<file path="config.mk">
export PLATFORM = sky130hd
export DESIGN_NAME = edge_mem_sched
export DESIGN_NICKNAME = d
export VERILOG_FILES = /design/src/rtl/edge_mem_sched.sv
export SDC_FILE = /design/constraint.sdc
export NUM_CORES = 1
export LEC_CHECK = 0
export CORE_MARGIN = 1
export CORE_UTILIZATION = 37
export CTS_CLUSTER_DIAMETER = 80
export DETAILED_ROUTE_END_ITERATION = 6
export PLACE_DENSITY = 0.9
export SKIP_CTS_REPAIR_TIMING = 1
export SLEW_MARGIN = 40
export SYNTH_ARGS = -nofsm -noshare
export SYNTH_HDL_FRONTEND = slang
export SYNTH_SLANG_ARGS = --single-unit
</file>
<file path="constraint.sdc">
create_clock -name clk -period 3.5 [get_ports clk]
set_clock_uncertainty 0.1 [all_clocks]
set_input_delay 0.7 -clock clk [delete_from_list [all_inputs] [get_ports clk]]
set_output_delay 0.7 -clock clk [all_outputs]
set_load 0.05 [all_outputs]
</file>
<file path="src/rtl/edge_mem_sched.sv">
// Run sequencer for one edge-detection accelerator pass: resets/launches the
// accelerator, arbitrates the shared image memory and records the run length.
module edge_mem_sched #(
  parameter int ADDR_W  = 16,
  parameter int DATA_W  = 32,
  parameter int TIMEOUT = 120000,
  parameter int CNT_W   = 20
) (
  input  logic              clk,
  input  logic              reset,
  input  logic              h_req,
  input  logic              h_we,
  input  logic [ADDR_W-1:0] h_addr,
  input  logic [DATA_W-1:0] h_wdata,
  output logic              h_ready,
  output logic [DATA_W-1:0] h_rdata,
  output logic              h_rvalid,
  input  logic              h_start,
  input  logic              h_clear,
  output logic              busy,
  output logic              done,
  output logic              error,
  output logic [CNT_W-1:0]  cycles,
  output logic              acc_rst,
  output logic              acc_start,
  input  logic              acc_finish,
  input  logic              acc_en,
  input  logic              acc_we,
  input  logic [ADDR_W-1:0] acc_addr,
  input  logic [DATA_W-1:0] acc_dataW,
  output logic [DATA_W-1:0] acc_dataR,
  output logic              mem_en,
  output logic              mem_we,
  output logic [ADDR_W-1:0] mem_addr,
  output logic [DATA_W-1:0] mem_dataW,
  input  logic [DATA_W-1:0] mem_dataR
);

  // state  | meaning
  // IDLE   | host owns memory, accelerator held in reset
  // ARST   | accelerator reset released, memory unowned, counter cleared
  // LAUNCH | one-cycle acc_start pulse, accelerator owns memory
  // RUN    | counting cycles until finish or timeout
  // DONE   | result reported, host owns memory, accelerator re-armed
  typedef enum logic [2:0] {IDLE, ARST, LAUNCH, RUN, DONE} state_t;

  localparam logic [CNT_W-1:0] TO_LAST = CNT_W'(TIMEOUT - 1);
  localparam logic [CNT_W-1:0] TO_VAL  = CNT_W'(TIMEOUT);
  localparam logic [CNT_W-1:0] CNT_MAX = '1;

  state_t             state;
  logic [CNT_W-1:0]   counter;
  logic [DATA_W-1:0]  h_rdata_q;
  logic               host_own;
  logic               acc_own;

  assign host_own  = (state == IDLE) || (state == DONE);
  assign acc_own   = (state == LAUNCH) || (state == RUN);
  assign h_ready   = host_own;
  assign acc_dataR = mem_dataR;
  // Read data is presented straight from memory on the return cycle, then held.
  assign h_rdata   = h_rvalid ? mem_dataR : h_rdata_q;

  always_comb begin
    mem_en    = 1'b0;
    mem_we    = 1'b0;
    mem_addr  = h_addr;
    mem_dataW = h_wdata;
    if (host_own) begin
      mem_en = h_req;
      mem_we = h_req & h_we;
    end else begin
      mem_addr  = acc_addr;
      mem_dataW = acc_dataW;
      mem_en    = acc_own & acc_en;
      mem_we    = acc_own & acc_we;
    end
  end

  always_ff @(posedge clk or posedge reset) begin
    if (reset) begin
      h_rvalid  <= 1'b0;
      h_rdata_q <= '0;
    end else begin
      h_rvalid <= host_own & h_req & ~h_we;
      if (h_rvalid) h_rdata_q <= mem_dataR;
    end
  end

  always_ff @(posedge clk or posedge reset) begin
    if (reset) begin
      state     <= IDLE;
      acc_rst   <= 1'b1;
      acc_start <= 1'b0;
      busy      <= 1'b0;
      done      <= 1'b0;
      error     <= 1'b0;
      cycles    <= '0;
      counter   <= '0;
    end else begin
      case (state)
        IDLE: begin
          acc_rst <= 1'b1;
          if (h_start) begin
            state   <= ARST;
            acc_rst <= 1'b0;
          end
        end
        ARST: begin
          acc_rst   <= 1'b0;
          counter   <= '0;
          acc_start <= 1'b1;
          busy      <= 1'b1;
          state     <= LAUNCH;
        end
        LAUNCH: begin
          acc_start <= 1'b0;
          state     <= RUN;
        end
        RUN: begin
          if (counter != CNT_MAX) counter <= counter + 1'b1;
          // Finish takes priority over a coincident timeout.
          if (acc_finish) begin
            state  <= DONE;
            done   <= 1'b1;
            cycles <= counter;
            busy   <= 1'b0;
          end else if (counter == TO_LAST) begin
            state  <= DONE;
            error  <= 1'b1;
            cycles <= TO_VAL;
            busy   <= 1'b0;
          end
        end
        DONE: begin
          acc_rst <= 1'b1;
          if (h_start) begin
            state   <= ARST;
            done    <= 1'b0;
            error   <= 1'b0;
            acc_rst <= 1'b0;
          end else if (h_clear) begin
            state <= IDLE;
            done  <= 1'b0;
            error <= 1'b0;
          end
        end
        default: state <= IDLE;
      endcase
    end
  end

endmodule

</file>
# Word-level counts from Yosys, hierarchy flattened
# Cells that the tools add are included.
# op_classes
mux,28
n_addsub,1
eq_ne,13
n_reduce_logical,15
bitwise,6
# op_table
op,n
$mux W32,2
$mux W20,3
$pmux W20 S2,1
$add A20 B1 Y20 const B,1
$eq A20 B17 Y1 const B,1
$ne A20 B20 Y1 const B,1
$mux W16,1
$mux W3,5
$pmux W3 S5,1
$mux W1,10
$pmux W1 S2,5
$reduce_bool A2 Y1,5
$eq A3 B2 Y1 const B,2
$ne A2 B2 Y1 const B,3
$reduce_and A2 Y1,3
$reduce_and A3 Y1,2
$and A1 B1 Y1,5
$ne A2 B1 Y1 const B,2
$reduce_and A4 Y1,1
$eq A3 B1 Y1 const B,1
$eq A3 B3 Y1 const B,1
$logic_not A3 Y1,1
$ne A3 B2 Y1 const B,1
$ne A3 B3 Y1 const B,1
3 further kinds,4
# totals
ff_bits,81
elab_cells,73
in_bits,137

# Logic depth before layout (Yosys ltp)
# Gate-level depths: netlist of run 1.
# logic_depth
word_depth,4
mapped_depth,8
mapped_depth_nobuf,6

# Worst setup path before layout of run 1
# OpenSTA, ideal clock, no wires.
# synth_timing
path_kind,register to output
start,reg state[1]
end,out mem_dataW[26]
path_slack_ns,0.763
path_stages_with_launch,6
arrival_time_ns,1.937
cell_sequence,dfrtp_1 -> clkinv_1 -> nand2_1 -> inv_2 -> buf_1 -> mux2_2
# synth_between
elab_chain_cells,3
word_cells_on_any_way,4
classes_between,eq/ne: 1; mux: 1; reduce/logical: 2
# synth_rtl
item,line,text
from (decl),51,state_t state;
from (signal assigned),92,state <= IDLE;
from (signal assigned),105,state <= ARST;
from (signal assigned),114,state <= LAUNCH;
$eq A3 B3 Y1 or $logic_not A3 Y1 (tied branches),57,assign host_own = (state == IDLE) || (state == DONE);
$logic_or A1 B1 Y1 *,57,
named net h_ready,15,"output logic h_ready,"
$mux W32 *,69,if (host_own) begin
to (decl),35,"output logic [DATA_W-1:0] mem_dataW,"
# Mark *: on every way through the listed nets, which the timed path passes. The rest lies on a longest branch.

# Final worst setup path of run 1
# layout_timing
start,reg state[1]
end,out mem_addr[12]
# layout_between
elab_chain_cells,3
word_cells_on_any_way,4
classes_between,eq/ne: 1; mux: 1; reduce/logical: 2
# layout_rtl
item,line,text
$eq A3 B3 Y1 or $logic_not A3 Y1 (tied branches),57,
$logic_or A1 B1 Y1 *,57,
$mux W16 *,69,
to (decl),34,"output logic [ADDR_W-1:0] mem_addr,"
# Every way passes the cells marked *; elsewhere a longest branch is shown, timed or not.

==> flow_metrics.py, run 1 <==
metrics = {
    "status": {
        "status": "complete, no violations",
    },
    "yosys": {
        "synth_cell_types": 52,
        "synth_fa_ha_area_share_pct": 0.290,
        "syn_area_mm2": 0.00431,
        "syn_nets": 516,
        "syn-mean-instance-area_um2": 11.4,
        "synth_xor_area_share_pct": 0,
        "synth_top_family_by_area": "multiplexers",
        "synth_seq_cells": 81,
        "ys_seq_area_share_pct": 47.1,
        "yosys_warnings": 0,
        "synth_compound_area_share_pct": 13.9,
        "synth_simple_gate_area_share_pct": 9.15,
        "synth_mux_area_share_pct": 20.9,
        "syn_inst": 378,
    },
    "finish": {
        "area_delta_synth_final_pct": 67.0,
        "final_area_mm2": 0.00719,
        "layout.nets": 759,
        "fillers": 898,
        "final_layout_size_suffix_gt1_share_pct": 27.5,
    },
    "routing": {
        "dr_total_vias": 3961,
        "ant_nets": 0,
        "routed_wl_mm": 14.9,
        "viasPerCell": 5.14,
        "drc": 0,
        "first_iter_violations": 212,
        "firstDrtPassIters": 5,
        "wl_per_cell_um": 19.3,
    },
    "placement": {
        "preCtsSetupSlack_ns": 0.505,
        "hpwlAfterDp_mm": 12.0,
        "post_dp_cell_area_mm2": 0.00688,
        "place.gp.congestion": 0.882,
        "io_buffers": 277,
    },
    "power_and_ir_drop": {
        "combPwrFrac_pct": 62.8,
        "ir_drop_mv": 0.663,
        "pwr-share-seq_pct": 21.9,
        "pwr_density_cell_mw_per_mm2": 890,
        "pwr-share-clk_pct": 15.2,
        "p_leak_nw": 3.00,
        "internal-power_mw": 3.24,
        "swShare_pct": 49.3,
        "p_switching_mw": 3.16,
    },
    "worst_setup_path": {
        "cp-start-kind": "register",
        "r2r_setup_slack_ns": 0.93,
        "reg2reg_depth": 6,
        "worst_ep_arrival_time_ns": 2.30,
        "cp_cell_sequence": "clkinv_1 -> nand2_1 -> inv_4 -> mux2_2 -> buf_12",
        "r2r-start": "counter[0]",
        "crit_path_max_fanout": 53,
        "critPathRequiredTime_ns": 2.70,
        "critPathMaxStageDelay_ns": 0.54,
        "cp_slowest_cell": "dfrtp_1",
        "worst_setup_path_end_kind": "output port",
        "r2r_end": "counter[11]",
        "critPathKind": "reg2out",
    },
    "hold_path": {
        "min_path_type": "reg2reg",
        "hold_depth": 1,
        "hp-start": "h_rdata_q[27]",
        "worstHoldEndpoint": "h_rdata_q[27]",
    },
    "clock_tree": {
        "clockBufferDepth": 2,
        "cts_max_level": 3,
        "clock-sinks": 81,
        "cts_made_buffers": 9,
        "clkTransAtPathRegs_ns": 0.06,
        "clk_latency_ns": 0.34,
        "cts_tree": "built",
        "root_buffer": "clkbuf_16",
    },
    "die": {
        "pin_count": 278,
        "die_w_um": 110,
        "die_h_um": 110,
        "start_util_pct": 37.9,
        "core_mm2": 0.0114,
        "rows": 39,
        "dieArea_mm2": 0.0121,
    },
    "global_route": {
        "grt_max_degree": 54,
        "grt_pass1_vias": 3675,
        "antenna_found_initial": 3,
        "gr-usage-all-layers_pct": 24.0,
        "grt_overflow": 0,
        "grt_first_pass_wirelength_mm": 20.8,
    },
    "sta": {
        "setup_viol": 0,
        "fin_crit_ns": 3.10,
        "slew_viol_final": 0,
        "max_freq_ghz": 0.322,
        "setup_ws_ns": 0.396,
        "final.setup.tns_ns": 0,
        "grt_setup_unrepaired": "false",
        "slew_headroom_pct": 52.9,
        "final_hold_viol_count": 0,
        "period_share_pct": 88.7,
        "worst_pin_slew_ns": 0.701,
    },
    "run": {
        "maxCapViolations": 0,
    },
}
[flip-flops by register name, indices dropped and copies added, names as in the netlist]
| name | count |
|---|---|
| h_rvalid | 1 |
| busy | 1 |
| acc_rst | 1 |
| h_rdata_q | 32 |
| state | 3 |
| counter | 20 |
| cycles | 20 |
| done | 1 |
| error | 1 |
| acc_start | 1 |
[layer usage]
layer | global-route usage, % | wire [µm] | vias to the layer above | part of all wire, %
met5 | 0 | 25 | - | 0.17
li1 | - | - | 1854 | -
met3 | 6.40 | 1310 | 15 | 8.8
met2 | 41.8 | 7460 | 206 | 50
met1 | 28.9 | 5990 | 1882 | 40
met4 | 7.24 | 119 | 4 | 0.80
[worst max-delay path, delay by kind of cell (launching register included)]
| family | cells | cell delay, ns |
|---|---|---|
| buffers and inverters | 3 | 0.79 |
| flip-flops | 1 | 0.54 |
| multiplexers | 1 | 0.49 |
| AND/OR/NAND/NOR | 1 | 0.13 |
[cells in the final DEF, fill, tap and decap left out, types with 2 or more instances in the layout]
cell,count
a21oi_1,8
a22o_1,15
a31oi_1,2
and2_1,2
and3_1,3
and4_1,3
buf_12,2
buf_4,56
clkbuf_16,9
clkdlybuf4s50_1,226
clkinv_4,2
dfrtp_1,80
inv_1,7
mux2_2,80
nand2_1,23
nand3_1,9
nand4_1,6
nor2_1,8
nor3_1,3
o21a_1,2
o21ai_0,25
o22a_2,6
o31ai_1,8
o41ai_1,3
or3_1,3
or4_1,2
or4_4,2
[power by group through the flow]
stage	sequential, mW	combinational [mW]	clock, mW
global route	1.43	4.19	1.04
CTS	1.40	4.04	0.995
global placement	1.40	3.97	0
floorplan	1.65	2.49	0
detailed placement	1.41	4.03	0
finish	1.40	4.02	0.976
[how the worst max path moves through the flow]
stage	from	end	slack (ns)	depth (start not counted)
3_5_place_dp	mem_dataR[7]	h_rdata[7]	0.50	3
3_3_place_gp	mem_dataR[6]	h_rdata[6]	0.51	3
4_1_cts	state[1]	mem_addr[12]	0.42	5
6_report	state[1]	mem_addr[12]	0.40	5
2_1_floorplan	reset	acc_start	0.62	1
5_1_grt	state[1]	mem_addr[12]	0.31	5
[cell families (layout without fill, tap and decap cells)]
family | after synthesis | after routing
adder cells (fa/ha/maj) | 1 | 1
flip-flops | 81 | 81
multiplexers | 80 | 80
buffers and inverters | 62 | 310
AND/OR/NAND/NOR | 73 | 73
AO/OA/AOI/OAI | 81 | 81
other | 0 | 1
[cell type report]
cell class | instances | area (µm²) | share of cell area, %
inverter | 10 | 40.0 | 0.557
multi-input combinational | 235 | 1910 | 26.5
clock buffer | 10 | 239 | 3.32
timing repair buffer | 284 | 2720 | 37.8
antenna | 1 | 2.50 | 0.0348
sequential | 81 | 2030 | 28.2
tap | 143 | 179 | 2.49
clock inverter | 6 | 75.1 | 1.04
[stage by stage]
step,cells,utilization (%),power [mW],hold slack [ns]
after floorplan,378,-,4.14,0.399
after global placement,753,60.5,5.37,0.367
after detailed placement,753,60.5,5.44,0.379
after CTS,769,63.3,6.44,0.399
after global routing,769,63.3,6.67,0.407
final,770,63.3,6.40,0.395
[cells in the mapped netlist, drive strengths merged]
library cell | number | area [µm²]
nor2 | 8 | 30.0
clkinv | 1 | 3.75
ha | 1 | 12.5
o31ai | 8 | 60.1
nor2b | 1 | 6.26
o41ai | 4 | 53.8
o211ai | 1 | 7.51
a2bb2oi | 1 | 15.0
a22o | 15 | 131
a31oi | 2 | 12.5
o22a | 7 | 68.8
a32o | 1 | 10.0
nand2 | 24 | 92.6
o21bai | 1 | 7.51
or3 | 3 | 18.8
o21a | 2 | 15.0
mux2 | 80 | 901
buf | 40 | 289
o22ai | 1 | 6.26
or4b | 1 | 10.0
or4 | 4 | 37.5
a211o | 1 | 8.76
o21ai | 26 | 130
inv | 9 | 33.8
nand3 | 9 | 45.0
dfrtp | 80 | 2000
and2 | 2 | 12.5
and3 | 4 | 26.3
nand4 | 6 | 37.5
a21o | 1 | 7.51
nor4 | 1 | 6.26
nand2b | 1 | 6.26
o311a | 1 | 10.0
or2 | 1 | 6.26
clkbuf | 12 | 46.3
nor3 | 4 | 25.0
a21oi | 9 | 56.3
and4 | 3 | 26.3
dfstp | 1 | 26.3
nor3b | 1 | 7.51
(Power assumes the default switching activity.)
==> run 2: changes to the inputs <==
--- a/config.mk
+++ b/config.mk
@@ -7,11 +7,10 @@
 export LEC_CHECK = 0
 export CORE_MARGIN = 1
 export CORE_UTILIZATION = 37
-export CTS_CLUSTER_DIAMETER = 80
 export DETAILED_ROUTE_END_ITERATION = 6
 export PLACE_DENSITY = 0.9
+export RECOVER_POWER = 25
 export SKIP_CTS_REPAIR_TIMING = 1
-export SLEW_MARGIN = 40
 export SYNTH_ARGS = -nofsm -noshare
 export SYNTH_HDL_FRONTEND = slang
 export SYNTH_SLANG_ARGS = --single-unit
==> flow_metrics.py, run 2 (synthesized netlist as in run 1, its figures left out) <==
metrics = {
    "routing": {
        "first_iter_violations": 253,
        "firstDrtPassIters": 4,
        "ant_nets": 0,
        "drc": 0,
        "dr_total_vias": 3938,
        "viasPerCell": 5.11,
        "wl_per_cell_um": 19.3,
        "routed_wl_mm": 14.9,
    },
    "clock_tree": {
        "clk_latency_ns": 0.34,
        "root_buffer": "clkbuf_16",
        "cts_max_level": 3,
        "cts_tree": "built",
        "clockBufferDepth": 2,
        "clkTransAtPathRegs_ns": 0.06,
        "cts_made_buffers": 9,
        "clock-sinks": 81,
    },
    "finish": {
        "largest_reg_flops": 32,
        "final_area_mm2": 0.00719,
        "top_regs": "h_rdata_q (32), counter (20), cycles (20)",
        "final_cell_mix": "clkdlybuf4s50_1, dfrtp_1, mux2_2",
        "mostFrequentLayoutCell": "clkdlybuf4s50_1",
        "fin_cells": 770,
        "area_delta_synth_final_pct": 66.8,
        "layout.nets": 759,
        "fillers": 892,
        "top_register": "h_rdata_q",
        "final_layout_size_suffix_gt1_share_pct": 24.6,
    },
    "die": {
        "start_util_pct": 37.9,
        "rows": 39,
        "die_h_um": 110,
        "core_mm2": 0.0114,
        "die_w_um": 110,
        "dieArea_mm2": 0.0121,
        "pin_count": 278,
    },
    "placement": {
        "io_buffers": 277,
        "hpwlAfterDp_mm": 12.0,
        "place.gp.congestion": 0.882,
        "dp.cells": 753,
        "post_dp_cell_area_mm2": 0.00688,
    },
    "global_route": {
        "grt_max_degree": 54,
        "gr-usage-all-layers_pct": 24.0,
        "grt_overflow": 0,
        "grt_first_pass_wirelength_mm": 20.9,
        "antenna_found_initial": 3,
        "grt_pass1_vias": 3675,
    },
    "sta": {
        "slew_headroom_pct": 20.5,
        "final_hold_viol_count": 0,
        "period_share_pct": 96.0,
        "grt_setup_unrepaired": "false",
        "slew_viol_final": 0,
        "setup_viol": 0,
        "worst_pin_slew_ns": 1.19,
        "fin_crit_ns": 3.36,
        "final.setup.tns_ns": 0,
        "max_freq_ghz": 0.297,
    },
    "hold_path": {
        "min_path_type": "reg2reg",
        "hp-start": "h_rdata_q[0]",
    },
    "worst_setup_path": {
        "worst_ep_arrival_time_ns": 2.56,
        "crit_end": "mem_dataW[20]",
        "r2r-start": "counter[0]",
        "critPathKind": "reg2out",
        "r2r_setup_slack_ns": 0.95,
        "cp-start-kind": "register",
        "crit_path_max_fanout": 53,
        "r2r_end": "counter[11]",
        "worst_setup_path_end_kind": "output port",
        "critPathRequiredTime_ns": 2.70,
        "reg2reg_depth": 6,
        "crit_start": "state[1]",
    },
    "run": {
        "maxCapViolations": 0,
    },
    "power_and_ir_drop": {
        "ir_drop_mv": 0.643,
        "pwr_density_cell_mw_per_mm2": 886,
        "p_leak_nw": 3.00,
    },
    "status": {
        "status": "complete, no violations",
    },
}
==> run 2: cell count changes in the layout (fill, tap and decap cells not counted) <==
| cell | previous run | this run |
|---|---|---|
| mux2_2 | 80 | 64 |
| clkbuf_1 | 0 | 1 |
| dlygate4sd3_1 | 0 | 2 |
| clkdlybuf4s50_1 | 226 | 224 |
| buf_4 | 56 | 55 |
| inv_4 | 1 | 0 |
| inv_1 | 7 | 8 |
| mux2_1 | 0 | 16 |
==> run 2: where the power goes <==
part	switching [mW]	internal (mW)	total, mW
clock network	0.396	0.582	0.978
logic	2.60	1.40	3.99
registers	0.158	1.24	1.40
==> run 2: metal layers <==
layer / up-vias / wire length, µm / global-route usage (%)
met4: 4 / 122 / 6.00
met5: - / 21 / 0
li1: 1851 / - / -
met1: 1870 / 5970 / 28.9
met3: 16 / 1300 / 7.47
met2: 197 / 7450 / 41.6
==> run 2: worst min path at each step <==
stage	to	slack [ns]	depth (start not counted)
2_1_floorplan	counter[19]	0.40	2
3_3_place_gp	done	0.37	2
3_5_place_dp	done	0.37	2
4_1_cts	done	0.40	2
5_1_grt	h_rdata_q[31]	0.41	1
6_report	h_rdata_q[0]	0.38	1
==> run 2: worst max-delay path, stage by stage, from the launching register on <==
cell      delay [ns]
dfrtp_1         0.54
clkinv_1        0.12
nand2_1         0.11
inv_2           0.77
mux2_2          0.47
buf_4           0.20
==> run 2: through the flow <==
step	worst slack, ns	hold WS, ns	util, %	power (mW)
4_1_cts	0.142	0.397	63.2	6.44
5_1_grt	0.0212	0.406	63.2	6.64
6_report	0.138	0.384	63.2	6.37
3_3_place_gp	0.505	0.367	60.5	5.37
2_1_floorplan	0.622	0.399	-	4.14
3_5_place_dp	0.506	0.373	60.5	5.44
==> run 2: layout make-up <==
| type | instances | area [µm²] | area share (%) |
|---|---|---|---|
| Timing Repair Buffer | 284 | 2720 | 37.8 |
| Clock buffer | 10 | 239 | 3.32 |
| Inverter | 10 | 37.5 | 0.522 |
| Tap cell | 143 | 179 | 2.49 |
| Clock inverter | 6 | 75.1 | 1.04 |
| Antenna cell | 1 | 2.50 | 0.0348 |
| Sequential cell | 81 | 2030 | 28.2 |
| Multi-Input combinational cell | 235 | 1910 | 26.5 |
